$ cat src/rtl/als_pkg.sv
// Shared defaults, slew FSM state type and clamp helper for the ALS backlight path.
package als_pkg;

   localparam int ALS_DATA_W   = 12;
   localparam int ALS_AVG_LOG2 = 3;
   localparam int ALS_DUTY_W   = 8;
   localparam int ALS_DUTY_MIN = 16;
   localparam int ALS_DUTY_MAX = 255;
   localparam int ALS_HYST     = 4;
   localparam int ALS_STEP_DIV = 1000;

   typedef enum logic [1:0] {
      S_IDLE,
      S_COUNT,
      S_STEP
   } slew_state_t;

   // Saturate v into [lo, hi].
   function automatic int clamp(input int v, input int lo, input int hi);
      if (v < lo) return lo;
      if (v > hi) return hi;
      return v;
   endfunction

endpackage

$ cat src/rtl/als_moving_avg.sv
// 2^AVG_LOG2-sample moving average over the ALS readings. Running sum is
// DATA_W+AVG_LOG2 bits wide, so it cannot overflow. Average and full flag
// are registered one cycle after the accepted sample.
module als_moving_avg
   import als_pkg::*;
#(
   parameter int DATA_W   = ALS_DATA_W,
   parameter int AVG_LOG2 = ALS_AVG_LOG2
) (
   input  logic              I_clk,
   input  logic              I_rst,
   input  logic [DATA_W-1:0] I_data,
   input  logic              I_valid,
   output logic [DATA_W-1:0] O_avg,
   output logic              O_avg_valid,
   output logic              O_full
);

   localparam int DEPTH = 1 << AVG_LOG2;
   localparam int SUM_W = DATA_W + AVG_LOG2;
   localparam logic [AVG_LOG2:0]   FILL_MAX = DEPTH[AVG_LOG2:0];
   localparam logic [AVG_LOG2:0]   FILL_ONE = {{AVG_LOG2{1'b0}}, 1'b1};
   localparam logic [AVG_LOG2-1:0] WP_ONE   = {{(AVG_LOG2-1){1'b0}}, 1'b1};

   logic [DATA_W-1:0]   win [DEPTH];
   logic [AVG_LOG2-1:0] wp;
   logic [AVG_LOG2:0]   fill;
   logic [SUM_W-1:0]    sum;
   // vld_pipe[0]: sum holds a fresh sample; vld_pipe[1]: O_avg just updated
   logic [1:0]          vld_pipe;

   // Window buffer, running sum, write pointer and saturating fill count
   always_ff @(posedge I_clk or posedge I_rst) begin
      if (I_rst) begin
         for (int i = 0; i < DEPTH; i++) win[i] <= '0;
         wp   <= '0;
         fill <= '0;
         sum  <= '0;
      end else if (I_valid) begin
         sum     <= sum + SUM_W'(I_data) - SUM_W'(win[wp]);
         win[wp] <= I_data;
         wp      <= wp + WP_ONE;
         if (fill != FILL_MAX) fill <= fill + FILL_ONE;
      end
   end

   // Register the average and the full flag that belongs to the same sample
   always_ff @(posedge I_clk or posedge I_rst) begin
      if (I_rst) begin
         vld_pipe <= '0;
         O_avg    <= '0;
         O_full   <= 1'b0;
      end else begin
         vld_pipe <= {vld_pipe[0], I_valid};
         if (vld_pipe[0]) begin
            O_avg  <= sum[SUM_W-1 -: DATA_W];
            O_full <= (fill == FILL_MAX);
         end
      end
   end

   assign O_avg_valid = vld_pipe[1];

endmodule

$ cat src/rtl/als_backlight_ctrl.sv
// ALS-driven backlight duty controller: averaged reading -> clamped target
// with hysteresis (or manual target) -> duty slewed one LSB per STEP_DIV clocks.
module als_backlight_ctrl
   import als_pkg::*;
#(
   parameter int DATA_W   = ALS_DATA_W,
   parameter int AVG_LOG2 = ALS_AVG_LOG2,
   parameter int DUTY_W   = ALS_DUTY_W,
   parameter int DUTY_MIN = ALS_DUTY_MIN,
   parameter int DUTY_MAX = ALS_DUTY_MAX,
   parameter int HYST     = ALS_HYST,
   parameter int STEP_DIV = ALS_STEP_DIV
) (
   input  logic              I_clk,
   input  logic              I_rst,
   input  logic [DATA_W-1:0] I_bright_data,
   input  logic              I_bright_valid,
   input  logic              I_manual_en,
   input  logic [DUTY_W-1:0] I_manual_duty,
   output logic [DATA_W-1:0] O_avg,
   output logic              O_avg_valid,
   output logic [DUTY_W-1:0] O_duty,
   output logic [DUTY_W-1:0] O_target,
   output logic              O_busy
);

   // Counter only ever holds values up to STEP_DIV-2
   localparam int TICK_W = (STEP_DIV > 2) ? $clog2(STEP_DIV - 1) : 1;
   localparam logic [TICK_W-1:0] TICK_LOAD = TICK_W'(STEP_DIV - 2);
   localparam logic [TICK_W-1:0] TICK_ONE  = TICK_W'(1);
   localparam logic [TICK_W-1:0] TICK_ZERO = '0;
   localparam logic [DUTY_W-1:0] DUTY_RST  = DUTY_W'(DUTY_MIN);
   localparam logic [DUTY_W-1:0] DUTY_ONE  = DUTY_W'(1);

   logic              avg_full;
   logic [DUTY_W-1:0] raw;
   logic [DUTY_W-1:0] cand;
   logic [DUTY_W-1:0] man_duty;
   int                diff;
   logic              hyst_ok;

   slew_state_t       state, state_n;
   logic [TICK_W-1:0] tick, tick_n;
   logic [DUTY_W-1:0] duty_n;

   als_moving_avg #(
      .DATA_W   (DATA_W),
      .AVG_LOG2 (AVG_LOG2)
   ) u_avg (
      .I_clk       (I_clk),
      .I_rst       (I_rst),
      .I_data      (I_bright_data),
      .I_valid     (I_bright_valid),
      .O_avg       (O_avg),
      .O_avg_valid (O_avg_valid),
      .O_full      (avg_full)
   );

   assign raw = O_avg[DATA_W-1 -: DUTY_W];

   // Candidate targets and hysteresis test against the current target
   always_comb begin
      cand     = DUTY_W'(clamp(int'(raw), DUTY_MIN, DUTY_MAX));
      man_duty = DUTY_W'(clamp(int'(I_manual_duty), DUTY_MIN, DUTY_MAX));
      diff     = int'(cand) - int'(O_target);
      hyst_ok  = (diff >= HYST) || (diff <= -HYST);
   end

   // Target register: manual follows every cycle, auto only on a full-window average
   always_ff @(posedge I_clk or posedge I_rst) begin
      if (I_rst) begin
         O_target <= DUTY_RST;
      end else if (I_manual_en) begin
         O_target <= man_duty;
      end else if (O_avg_valid && avg_full && hyst_ok) begin
         O_target <= cand;
      end
   end

   // Slew FSM state, tick counter and duty registers
   always_ff @(posedge I_clk or posedge I_rst) begin
      if (I_rst) begin
         state  <= S_IDLE;
         tick   <= '0;
         O_duty <= DUTY_RST;
      end else begin
         state  <= state_n;
         tick   <= tick_n;
         O_duty <= duty_n;
      end
   end

   // Slew FSM next state; direction is chosen fresh at every step so a
   // mid-ramp target change reverses without overshoot
   always_comb begin
      state_n = state;
      tick_n  = tick;
      duty_n  = O_duty;
      case (state)
         S_IDLE: begin
            if (O_duty != O_target) begin
               tick_n  = TICK_LOAD;
               state_n = S_COUNT;
            end
         end
         S_COUNT: begin
            if (O_duty == O_target)  state_n = S_IDLE;
            else if (tick == TICK_ZERO) state_n = S_STEP;
            else                     tick_n  = tick - TICK_ONE;
         end
         S_STEP: begin
            if (O_duty < O_target)      duty_n = O_duty + DUTY_ONE;
            else if (O_duty > O_target) duty_n = O_duty - DUTY_ONE;
            if (duty_n == O_target) begin
               state_n = S_IDLE;
            end else begin
               tick_n  = TICK_LOAD;
               state_n = S_COUNT;
            end
         end
         default: state_n = S_IDLE;
      endcase
   end

   assign O_busy = (O_duty != O_target);

endmodule

$ cat config.mk
export PLATFORM = sky130hd
export DESIGN_NAME = als_backlight_ctrl
export DESIGN_NICKNAME = d
export VERILOG_FILES = /design/src/rtl/als_pkg.sv /design/src/rtl/als_moving_avg.sv /design/src/rtl/als_backlight_ctrl.sv
export SDC_FILE = /design/constraint.sdc
export NUM_CORES = 1
export LEC_CHECK = 0
export CAP_MARGIN = 40
export CORE_MARGIN = 2
export CORE_UTILIZATION = 50
export CTS_CLUSTER_DIAMETER = 60
export DETAILED_ROUTE_END_ITERATION = 8
export PLACE_DENSITY = 0.73
export SLEW_MARGIN = 20
export SYNTH_ARGS = -nofsm -noshare
export SYNTH_HDL_FRONTEND = slang
export SYNTH_HIERARCHICAL = 1
export SYNTH_SLANG_ARGS = --single-unit
$ cat constraint.sdc
create_clock -name I_clk -period 5.1 [get_ports I_clk]
set_input_delay 0.765 -clock I_clk [delete_from_list [all_inputs] [get_ports I_clk]]
set_output_delay 0.765 -clock I_clk [all_outputs]
set_load 0.02 [all_outputs]
==> results.py <==
metrics = {
    "worst_setup_path": {
        "crit_chain": "or4_1 -> nand2_1 -> ha_1 -> inv_1 -> fa_1 -> a211oi_1 -> o21bai_1 -> a21oi_1 -> xor2_1 -> or3_1 -> o41ai_1 -> nor3_1 -> o31ai_1",
        "worstSetupPathType": "reg -> reg",
        "crit_arrival_ps": 4450,
        "critPathMaxStageDelay_ps": 670,
        "required_ps": 5430,
        "cp-start-kind": "flop",
        "slowest_stage": "o41ai_1",
        "worst_r2r_endpoint": "O_target[4]$_DFFE_PP1P_",
        "rrSetupSlack_ps": 980,
        "end_kind": "flop",
        "r2r-start": "u_avg/O_avg[9]$_DFFE_PP0P_",
        "cp_max_fo": 5,
        "r2r_cells": 13,
        "crit_family": "compound AO/OA/AOI/OAI gates",
        "crit_buf_inv": 1,
    },
    "drt": {
        "drc": 0,
        "ant_nets": 0,
        "via_count": 6956,
        "wl_per_cell_um": 18.1,
        "drt-initial-drc-count": 499,
        "drt-total-wl_um": 21500,
        "vias_per_cell": 5.86,
        "drt_pass1_iterations": 4,
    },
    "yosys": {
        "yosys_warnings": 6,
        "synth_edf_count": 0,
        "synth-seq-cells": 161,
        "synth_area_per_cell_um2": 10.7,
        "synth_ff_type": "dfrtp_1",
        "synth_top_area_share_pct": 41.9,
        "synth_async_sr_flop_share_pct": 100,
        "synth.distinct_cells": 78,
        "synth-seq-area-share_pct": 42.4,
        "syn_nets": 962,
        "synth_area_mm2": 0.00950,
        "synth_area_leader_cell": "dfrtp_1",
        "synthCells": 887,
        "ys_top_cells_by_area": "dfrtp_1 42%, mux2_2 9.8%, mux4_2 5.7%, ha_1 5.0%, o21ai_0 3.7%",
    },
    "timing": {
        "maxSlewViolCount": 0,
        "finalSetupViolCount": 0,
        "period_share_pct": 80.7,
        "fmax_ghz": 0.243,
        "setup-tns-final_ps": 0,
        "fin_skew_ps": 9.11,
        "rsz0062_at_grt": "no",
        "relSlewSlack_pct": 44.1,
        "hold_viol": 0,
        "period_minus_slack_ps": 4120,
        "worst_slew_pin_slew_ps": 834,
    },
    "min_path": {
        "hold-path-endpoint": "u_avg/win[21]$_DFFE_PP0P_",
        "hold_start": "u_avg/win[21]$_DFFE_PP0P_",
        "hold_path.class": "reg -> reg",
        "min_path_cells": 2,
    },
    "place": {
        "gp_congestion": 0.914,
        "place_hpwl_um": 15200,
        "port_buffers": 53,
    },
    "global_routing": {
        "use_met1_pct": 29.5,
        "grt_pass1_vias": 7032,
        "track_usage_pct": 22.4,
        "gr-usage-met3_pct": 4.52,
        "top_usage_layer": "met2",
        "grt_max_degree": 82,
        "met2_usage_pct": 38.2,
        "antenna_found_initial": 0,
        "grt_first_pass_wirelength_um": 35700,
        "grt-ovfl-total": 0,
    },
    "floorplan": {
        "boundaryPins": 54,
        "std_cell_rows": 50,
        "coreArea_mm2": 0.0187,
        "die_h_um": 142,
        "die_x_um": 142,
        "start_util_pct": 50.8,
        "die-area_mm2": 0.0201,
    },
    "finish": {
        "syn2layout_area_growth_pct": 14.9,
        "drive_above_1_share_pct": 19.1,
        "fillers": 1541,
        "nNetsFinal": 1015,
        "diodes": 0,
    },
    "power": {
        "power.leakage_nw": 4.80,
        "power_w": 0.00831,
        "p_per_area_mw_per_mm2": 761,
        "vdd_drop_max_uv": 523,
    },
    "cts": {
        "cts_max_level": 4,
        "cts_buffers": 17,
        "path_clk_slew_ps": 60,
        "cts_root_buf": "clkbuf_16",
        "cts_tree": "built",
        "clockBufferDepth": 2,
        "post_cts_buffers": 0,
        "cts-hold-fix-buffers": 0,
        "insertion_delay_ps": 430,
        "cts_resized": 0,
        "cts.sinks": 161,
    },
    "run_status": {
        "status": "completed",
    },
    "run": {
        "cap_violations": 0,
    },
}
[cell usage after synthesis (3+ instances only)]
cell type	instances
clkbuf_1	17
o21ai_1	6
nand2_1	78
nor3_1	16
mux2i_1	8
nor2b_1	8
ha_1	38
fa_1	13
buf_1	3
o211ai_1	11
and2_1	6
a21o_1	10
nor2_1	34
a211oi_1	5
a311o_1	5
nand2b_1	6
a211o_1	5
o21ai_0	71
buf_2	14
and3_1	6
or3_1	11
nand4b_1	3
a21oi_1	26
xnor2_1	13
dfrtp_1	159
nand3_1	19
mux2_2	83
inv_1	72
or2_2	5
o31ai_1	5
nor3b_1	4
nand4_1	7
mux4_2	24
a31oi_1	7
xor2_1	16
and4_1	6
o21a_1	12
o41ai_1	5
o221ai_1	3
[final cells by class]
cell class	count	area (um^2)	share of cell area [%]
timing repair buffer	70	721	6.60
sequential	161	4030	36.9
clock buffer	19	433	3.97
clock inverter	13	105	0.963
multi-input combinational	616	5050	46.2
inverter	74	283	2.59
tap	234	293	2.68
[placed cells by master, fill, tap and decap left out, types with 4 or more instances in the layout]
cell type          n
dfrtp_1          158
mux2_2            83
nand2_1           78
inv_1             71
o21ai_0           71
clkdlybuf4s50_1   53
ha_1              38
nor2_1            34
a21oi_1           26
mux4_2            24
nand3_1           19
clkbuf_16         17
xor2_1            16
nor3_1            14
xnor2_1           13
fa_1              13
o21a_1            12
buf_4             12
or3_1             11
o211ai_1          11
a21o_1            10
nor2b_1            8
mux2i_1            8
nand4_1            7
a31oi_1            7
nand2b_1           6
and2_1             6
and4_1             6
and3_1             6
o21ai_1            6
o31ai_1            5
a211oi_1           5
o41ai_1            5
a311o_1            5
or2_2              5
a211o_1            5
inv_6              4
clkinv_4           4
[routing by layer]
layer	up-vias	share of wire, %
li1	3318	-
met1	3465	45
met2	144	50
met3	29	3.7
met4	0	1.7
met5	-	0
[kinds of logic (layout without fill, tap and decap cells)]
family	after synthesis	in the layout	synth area share, %
compound gates	196	196	13.5
xor+xnor	29	29	2.67
fa+ha+maj	51	51	7.74
buf+inv	110	176	4.65
flops	161	161	42.4
mux	115	115	16.4
simple gates	225	225	12.6
[per-stage QoR]
stage	instances	area (um^2)	setup WS [ps]	util [%]	hold WS, ps
floorplan	887	9500	781	-	433
global placement	1149	10300	954	54.9	456
detailed placement	1154	10400	1050	55.4	466
CTS	1186	10900	993	58.3	480
global route	1187	10900	739	58.3	496
finish	1187	10900	984	58.3	478
[worst register-to-register path, cell delays in order (launching register included)]
cell	delay [ps]
dfrtp_1	450
or4_1	600
nand2_1	180
ha_1	160
inv_1	50
fa_1	440
a211oi_1	300
o21bai_1	120
a21oi_1	180
xor2_1	100
or3_1	400
o41ai_1	670
nor3_1	110
o31ai_1	270
[where the power goes]
group | internal (W) | total (W) | switching [W]
registers | 0.00186 | 0.00227 | 0.000412
logic | 0.00233 | 0.00486 | 0.00254
clock network | 0.000631 | 0.00118 | 0.000546
[worst max-delay path by stage]
stage	from	end	slack (ps)	depth (start not counted)
3_3_place_gp	u_avg/wp[0]$_DFFE_PP0P_	u_avg/sum[12]$_DFFE_PP0P_	950	10
2_1_floorplan	I_rst	u_avg/O_avg[0]$_DFFE_PP0P_	780	1
3_5_place_dp	u_avg/O_avg[9]$_DFFE_PP0P_	O_target[4]$_DFFE_PP1P_	1050	13
5_1_grt	u_avg/O_avg[9]$_DFFE_PP0P_	O_target[4]$_DFFE_PP1P_	740	13
6_report	u_avg/O_avg[9]$_DFFE_PP0P_	O_target[4]$_DFFE_PP1P_	980	13
4_1_cts	u_avg/wp[1]$_DFFE_PP0P_	u_avg/sum[12]$_DFFE_PP0P_	990	11
[registers in the layout (all words and copies together) (netlist names)]
register / cells
u_avg/O_full: 1
u_avg/win: 96
u_avg/wp: 3
tick: 10
u_avg/fill: 4
state: 2
u_avg/sum: 15
u_avg/vld_pipe: 2
O_target: 8
u_avg/O_avg: 12
O_duty: 8
(Power assumes the default switching activity.)
